--- src/rtl/green_seq_if.sv ---
// green_seq memory bus: instruction fetch handshake plus data memory write port.
// The sequencer is the master; the memory side is the slave.
interface green_seq_if #(
    parameter int AW = 8
);
    logic          imem_req;
    logic [AW-1:0] imem_addr;
    logic          imem_ack;
    logic [15:0]   imem_data;
    logic          dmem_we;
    logic [AW-1:0] dmem_addr;
    logic [15:0]   dmem_wdata;

    modport master (
        output imem_req,
        output imem_addr,
        input  imem_ack,
        input  imem_data,
        output dmem_we,
        output dmem_addr,
        output dmem_wdata
    );

    modport slave (
        input  imem_req,
        input  imem_addr,
        output imem_ack,
        output imem_data,
        input  dmem_we,
        input  dmem_addr,
        input  dmem_wdata
    );
endinterface

--- src/rtl/green_seq.sv ---
// green_seq: fetch/execute sequencer and architectural state (PC, IR, RA, RB)
// for the green circuit. Feeds the external green decoder and commits its
// RA_OUT/RB_OUT/WE/BR results at the end of every EXEC cycle.
module green_seq #(
    parameter int            AW       = 8,
    parameter logic [AW-1:0] RESET_PC = '0
) (
    input  logic               clk,
    input  logic               rst,
    input  logic               run,
    green_seq_if.master        bus,
    output logic [15:0]        ins,
    output logic [15:0]        ra_q,
    output logic [15:0]        rb_q,
    output logic [15:0]        inca,
    output logic [15:0]        incb,
    output logic [15:0]        ld,
    output logic               branch,
    input  logic [15:0]        ra_next,
    input  logic [15:0]        rb_next,
    input  logic               we,
    input  logic               br,
    output logic               halted
);

    localparam logic [1:0] ST_IDLE  = 2'd0;
    localparam logic [1:0] ST_FETCH = 2'd1;
    localparam logic [1:0] ST_EXEC  = 2'd2;
    localparam logic [1:0] ST_HALT  = 2'd3;

    localparam logic [AW-1:0] PC_ONE = AW'(1);

    logic [1:0]    r_state;
    logic [AW-1:0] r_pc;
    logic [15:0]   r_ir;
    logic [15:0]   r_ra;
    logic [15:0]   r_rb;

    logic          w_isHalt;
    logic          w_inExec;
    logic          w_commit;
    logic          w_fetchDone;
    logic [AW-1:0] w_pcNext;

    // Decode the control conditions shared by the sequential blocks below.
    always_comb begin
        w_isHalt    = (r_ir[15:12] == 4'hF);
        w_inExec    = (r_state == ST_EXEC);
        w_commit    = w_inExec && !w_isHalt;
        w_fetchDone = (r_state == ST_FETCH) && bus.imem_ack;
        w_pcNext    = br ? r_ir[AW-1:0] : (r_pc + PC_ONE);
    end

    // Sequencer state: IDLE waits for run, FETCH waits for ack, EXEC is one cycle,
    // HALT is terminal until reset.
    always_ff @(posedge clk or posedge rst) begin
        if (rst) begin
            r_state <= ST_IDLE;
        end else begin
            case (r_state)
                ST_IDLE:  if (run) r_state <= ST_FETCH;
                ST_FETCH: if (bus.imem_ack) r_state <= ST_EXEC;
                ST_EXEC: begin
                    if (w_isHalt)  r_state <= ST_HALT;
                    else if (run)  r_state <= ST_FETCH;
                    else           r_state <= ST_IDLE;
                end
                default:  r_state <= ST_HALT;
            endcase
        end
    end

    // Program counter advances (or branches) only when a non-halt instruction commits.
    always_ff @(posedge clk or posedge rst) begin
        if (rst) begin
            r_pc <= RESET_PC;
        end else if (w_commit) begin
            r_pc <= w_pcNext;
        end
    end

    // Instruction register captures fetched data on the acknowledging FETCH cycle.
    always_ff @(posedge clk or posedge rst) begin
        if (rst) begin
            r_ir <= '0;
        end else if (w_fetchDone) begin
            r_ir <= bus.imem_data;
        end
    end

    // RA/RB take the decoder results at the end of a committing EXEC cycle.
    always_ff @(posedge clk or posedge rst) begin
        if (rst) begin
            r_ra <= '0;
            r_rb <= '0;
        end else if (w_commit) begin
            r_ra <= ra_next;
            r_rb <= rb_next;
        end
    end

    // Decoder-facing values are derived from the current registers in every state.
    always_comb begin
        ins    = r_ir;
        ra_q   = r_ra;
        rb_q   = r_rb;
        inca   = r_ra + 16'd1;
        incb   = r_rb + 16'd1;
        ld     = {5'b0, r_ir[10:0]};
        branch = (r_ra == r_rb);
        halted = (r_state == ST_HALT);
    end

    // Memory bus: fetch request in FETCH only, data write only from a non-halt EXEC.
    always_comb begin
        bus.imem_req   = (r_state == ST_FETCH);
        bus.imem_addr  = r_pc;
        bus.dmem_we    = w_commit && we;
        bus.dmem_addr  = r_ir[AW-1:0];
        bus.dmem_wdata = r_ra;
    end

endmodule

--- src/flat_wrapper.sv ---
// flat-port wrapper written by rule: the top's interface ports become plain ports
module green_seq_flat 
#(
    parameter int            AW       = 8,
    parameter logic [AW-1:0] RESET_PC = '0
)
  (clk, rst, run, ins, ra_q, rb_q, inca, incb, ld, branch, ra_next, rb_next, we, br, halted, bus_imem_req, bus_imem_addr, bus_imem_ack, bus_imem_data, bus_dmem_we, bus_dmem_addr, bus_dmem_wdata);
  green_seq_if #(.AW(AW)) bus_i ();
  input  logic clk;
  input  logic rst;
  input  logic run;
  output logic [15:0] ins;
  output logic [15:0] ra_q;
  output logic [15:0] rb_q;
  output logic [15:0] inca;
  output logic [15:0] incb;
  output logic [15:0] ld;
  output logic branch;
  input  logic [15:0] ra_next;
  input  logic [15:0] rb_next;
  input  logic we;
  input  logic br;
  output logic halted;
  output wire logic [$bits(bus_i.imem_req)-1:0] bus_imem_req;
  output wire logic [$bits(bus_i.imem_addr)-1:0] bus_imem_addr;
  input wire logic [$bits(bus_i.imem_ack)-1:0] bus_imem_ack;
  input wire logic [$bits(bus_i.imem_data)-1:0] bus_imem_data;
  output wire logic [$bits(bus_i.dmem_we)-1:0] bus_dmem_we;
  output wire logic [$bits(bus_i.dmem_addr)-1:0] bus_dmem_addr;
  output wire logic [$bits(bus_i.dmem_wdata)-1:0] bus_dmem_wdata;
  assign bus_imem_req = bus_i.imem_req;
  assign bus_imem_addr = bus_i.imem_addr;
  assign bus_i.imem_ack = bus_imem_ack;
  assign bus_i.imem_data = bus_imem_data;
  assign bus_dmem_we = bus_i.dmem_we;
  assign bus_dmem_addr = bus_i.dmem_addr;
  assign bus_dmem_wdata = bus_i.dmem_wdata;
  green_seq #(.AW(AW), .RESET_PC(RESET_PC)) u_core (.clk(clk), .rst(rst), .run(run), .bus(bus_i), .ins(ins), .ra_q(ra_q), .rb_q(rb_q), .inca(inca), .incb(incb), .ld(ld), .branch(branch), .ra_next(ra_next), .rb_next(rb_next), .we(we), .br(br), .halted(halted));
endmodule
--- config.mk ---
export PLATFORM = sky130hd
export DESIGN_NAME = green_seq_flat
export DESIGN_NICKNAME = d
export VERILOG_FILES = /design/src/rtl/green_seq_if.sv /design/src/rtl/green_seq.sv /design/src/flat_wrapper.sv
export SDC_FILE = /design/constraint.sdc
export NUM_CORES = 1
export LEC_CHECK = 0
export ABC_AREA = 1
export CAP_MARGIN = 25
export CORE_MARGIN = 3
export CORE_UTILIZATION = 40
export CTS_BUF_LIST = sky130_fd_sc_hd__clkbuf_4
export DETAILED_ROUTE_END_ITERATION = 7
export PLACE_DENSITY = 0.78
export SLEW_MARGIN = 20
export SYNTH_ARGS = -nofsm -noshare
export SYNTH_HDL_FRONTEND = slang
export SYNTH_SLANG_ARGS = --single-unit
export TNS_END_PERCENT = 1
--- constraint.sdc ---
create_clock -name clk -period 3.35 [get_ports clk]
set_clock_uncertainty 0.2 [all_clocks]
set_input_delay 0.335 -clock clk [delete_from_list [all_inputs] [get_ports clk]]
set_output_delay 0.335 -clock clk [all_outputs]
set_load 0.01 [all_outputs]
# ---- After elaboration in Yosys (flattened, before gate mapping)
# Cells that the tools add are included.
dict set report totals {
  inputBits 54
  output_inout_bits 132
  elab_cells 27
  regBits 58
}
dict set report op_classes {
  reduce_logical 6
  n_addsub 3
  n_mux 6
  eq_ne 7
}
# op n
set ops {}
lappend ops {{16-bit by 1-bit adder with 16-bit output, second input constant} 2}
lappend ops {{16-bit == test} 1}
lappend ops {{8-bit by 1-bit adder with 8-bit output, second input constant} 1}
lappend ops {{8-bit 2-to-1 mux} 1}
lappend ops {{2-bit 2-to-1 mux} 3}
lappend ops {{2-bit case mux with 3 select lines} 1}
lappend ops {{2-bit == test, second input constant} 2}
lappend ops {{4-bit == test, second input constant} 1}
lappend ops {{1-bit logical AND} 3}
lappend ops {{2-bit by 1-bit == test with 1-bit output, second input constant} 1}
lappend ops {{2-bit logical NOT} 1}
lappend ops {{2-bit by 1-bit != test with 1-bit output, second input constant} 1}
lappend ops {{2-bit != test, second input constant} 1}
lappend ops {{2-bit AND reduction} 1}
lappend ops {{1-bit logical NOT} 1}
lappend ops {{1-bit 2-to-1 mux} 1}

# ---- Depth between registers and ports, before layout
dict set report depth {
  ltp_word 4
  ltp_mapped 8
  depth_no_buf 7
}

# ---- Worst setup path before layout
# Ideal clock, no wire load.
dict set report synth_timing {
  path_type {flip-flop to output port}
  from {register u_core.r_rb[0], in the netlist u_core.rb_q[0]}
  to {output incb[14]}
  slack_ps 1482
  t_required_ps 2815
  path_stages_with_launch 7
  n_path_buf 0
  arrival_time_ps 1333
  path_cell_list {dfrtp_1 ha_1 nand2_1 nor2_4 nand3_2 nor2_1 xor2_1}
}
dict set report synth_via {
  elab_chain_cells 1
}
# item line_no
set synth_rtl {}
lappend synth_rtl {{start, declared} green_seq.sv:37} ;# logic [15:0] r_rb;
lappend synth_rtl {{start signal, assigned} green_seq.sv:98} ;# r_rb <= rb_next;
lappend synth_rtl {{16-bit by 1-bit adder with 16-bit output} green_seq.sv:108} ;# incb = r_rb + 16'd1;
lappend synth_rtl {{end, declared} flat_wrapper.sv:16} ;# output logic [15:0] incb;
# No other way between the ends.

# ---- Worst setup path in the final report
dict set report layout_timing {
  from {register u_core.r_ra[1], in the netlist u_core.bus.dmem_wdata[1]}
  to {output inca[10]}
}
dict set report layout_via {
  elab_chain_cells 1
}
# item line_no
set layout_rtl {}
lappend layout_rtl {{start, declared} green_seq.sv:36} ;# logic [15:0] r_ra;
lappend layout_rtl {{start signal, assigned} green_seq.sv:97} ;# r_ra <= ra_next;
lappend layout_rtl {{16-bit by 1-bit adder with 16-bit output} green_seq.sv:107} ;# inca = r_ra + 16'd1;
lappend layout_rtl {{end, declared} flat_wrapper.sv:15} ;# output logic [15:0] inca;
# No other way between the ends.

==> impl_metrics.toml <==
[global_route]
grt_pass1_vias = 3420
antenna_found_initial = 0
globalRoute.totalOverflow = 0
grt_pass1_wl_um = 17200
grt_max_degree = 35
gr-usage-all-layers_pct = 21.4

[worst_setup_path]
crit_path_end_kind = "output port"
reg2reg_to = "u_core.rb_q[7]$_DFFE_PP0P_"
crit_end = "inca[10]"
crit_arrival_ns = 2.35
startpoint = "u_core.bus.dmem_wdata[1]$_DFFE_PP0P_"
crit_type = "flip-flop to output port"
required_ns = 2.81
worst-r2r-cell-count = 6
crit-reg2reg-launch = "u_core.r_state[0]$_DFFE_PP0P_"
reg2reg_slack_ns = 1.23
critPathLaunchType = "flip-flop"
crit_fanout = 6

[job]
drv_cap = 0

[finish]
nets = 653
drive_gt1_share_pct = 9.65
nFillCells = 754
seq_area_um2 = 1450
antennaDiodeCount = 0
area_delta_synth_final_pct = 48.4
multiInputGateArea_um2 = 1690
design_area_um2 = 5460

[clock_tree]
clkLatencyLatePin_ns = 0.40
cts_repair_resize_count = 0
cts_setup_buffers = 0
clkTransAtPathRegs_ns = 0.10
clockBufferDepth = 2
root_buffer = "clkbuf_4"
cts_sinks = 58
cts_tree = "done"
cts_buffers = 9
cts_htree_levels = 3
cts_hold_buf = 0

[sta]
maxSlewViolCount = 0
max_freq_ghz = 0.347
maxSlewHeadroom_pct = 47.5
hold_viol_final = 0
fin_setup_tns_ns = 0
rsz0062_at_grt = "false"
timing.final.crit_share_pct = 86.1
worstMarginPinSlew_ns = 0.786
setup_viol = 0
finalCriticalPeriod_ns = 2.88
timing.hold.ws_ns = 0.104

[yosys]
async_flop_share_pct = 100
synth_cell_type_count = 33
synth_seq_cells = 58
synth_seq_area_share_pct = 39.5
synth_top_area_cell = "dfrtp_1"
avgSynthCellArea_um2 = 8.24
synthTopCellsByArea = "dfrtp_1, nand2_1, buf_4, xor2_1, inv_1"
synth_area_um2 = 3680
synthCells = 446
synth_most_common_cell = "nand2_1"
synth_flop_cell = "dfrtp_1"
synth_edf_count = 0
synth_common_cells = "nand2_1, dfrtp_1, inv_1, buf_4, nor2_1"
ys.warnings.count = 0
yosys.area.top_type_share_pct = 39.5

[floorplan]
io_pins = 186
start_util_pct = 41.7
rows = 34
fp.coreArea_um2 = 8810
die_area_um2 = 10400
die_w_um = 102
die_h_um = 102

[placed_design]
gp_congestion = 0.910
hpwl_um = 8610
placed_area_um2 = 5280
portBuffers = 180

[routing]
wl_met3_um = 1210
routed_via_density = 4.93
wl_met1_um = 4370
drc = 0
dr.pass1.iters = 4
wirelength_um = 11100
wl_met2_um = 5260
vias = 3492
wl_per_cell_um = 15.6
postRouteAntennaNets = 0
drtIter0Drc = 67
top_layer = "met4"

[power_and_ir_drop]
p_leak_nw = 2.40
seq_power_share_pct = 27.9
intPower_mw = 3.34
ir_worst_vdd_mv = 0.507
p_sw_share_pct = 41.5
power.switching_mw = 2.37
power_density_nw_per_um2 = 1050
p_clk_share_pct = 11.2
power_frac_comb_pct = 60.9

[hold_path]
worstHoldPathType = "primary input to asynchronous set/reset pin"

[outcome]
status = "finished clean"
state kept, by name, indices dropped and copies added (netlist names):
| name | count |
|---|---|
| u_core.rb_q | 16 |
| u_core.bus.imem_addr | 8 |
| u_core.r_state | 2 |
| u_core.bus.dmem_wdata | 16 |
| u_core.ins | 16 |
worst min path at each step:
stage / start / to / slack, ns / cells after the start
after floorplan: rb_next[11] / u_core.rb_q[11]$_DFFE_PP0P_ / 0.24 / 2
after global placement: u_core.ins[11]$_DFFE_PP0P_ / u_core.ins[11]$_DFFE_PP0P_ / 0.29 / 1
after detailed placement: u_core.ins[11]$_DFFE_PP0P_ / u_core.ins[11]$_DFFE_PP0P_ / 0.30 / 1
after CTS: rst / u_core.ins[13]$_DFFE_PP0P_ / 0.10 / 3
after global routing: rst / u_core.ins[14]$_DFFE_PP0P_ / 0.13 / 3
final: rst / u_core.ins[13]$_DFFE_PP0P_ / 0.10 / 3
through the flow:
stage	power, mW	utilization, %	setup slack (ns)	cells
final	5.71	62.0	0.467	709
after global routing	6.10	62.0	0.231	709
after CTS	5.77	62.0	0.437	709
after detailed placement	5.10	60.0	0.905	693
after global placement	5.04	60.0	0.957	693
after floorplan	3.40	-	1.39	450
worst max-delay path, stage by stage (launching register included):
cell and delay [ns]:
dfrtp_1 0.46, ha_1 0.22, nand2_1 0.11, nor3_1 0.34
nand2_1 0.11, xor2_1 0.16, clkdlybuf4s50_1 0.56
final cells by class:
class                   count  share of cell area, %
flip-flops and latches     58                   26.6
clock inverters             7                   1.97
multi-input cells         298                   31.0
clock buffers               9                   1.24
repair buffers            185                   33.7
inverters                  44                   3.03
well taps                 108                   2.48
power by group through the flow:
stage | Combinational (mW) | Clock [mW] | Sequential (mW)
6_report | 3.47 | 0.641 | 1.59
4_1_cts | 3.52 | 0.659 | 1.59
3_5_place_dp | 3.49 | 0 | 1.60
5_1_grt | 3.76 | 0.688 | 1.66
3_3_place_gp | 3.46 | 0 | 1.58
2_1_floorplan | 1.79 | 0 | 1.62
metal layers:
layer / track usage (%) / vias up
met5: 0 / -
met4: 7.47 / 0
met3: 8.19 / 22
met2: 36.8 / 187
met1: 24.3 / 1609
li1: - / 1674
kinds of logic after synthesis:
logic type	after synthesis	synth area share [%]
compound gates	42	6.54
xor+xnor	38	9.05
fa+ha+maj	3	1.02
buf+inv	94	15.1
flops	58	39.5
mux	15	5.31
other cells	1	0.102
simple gates	195	23.4
layout by cell type (no fill, tap or decap), drive strengths merged, types with 2 or more instances in the layout:
cell type      count
a21oi              6
buf                5
bufinv             3
clkbuf             9
clkdlybuf4s50    180
clkinv             4
conb               5
dfrtp             58
ha                 3
inv               44
mux2              15
nand2            119
nand3             19
nand4              6
nor2              35
nor3              13
o21ai             32
or2                2
xnor2             14
xor2              24
Power figures use the tool's default switching activity.
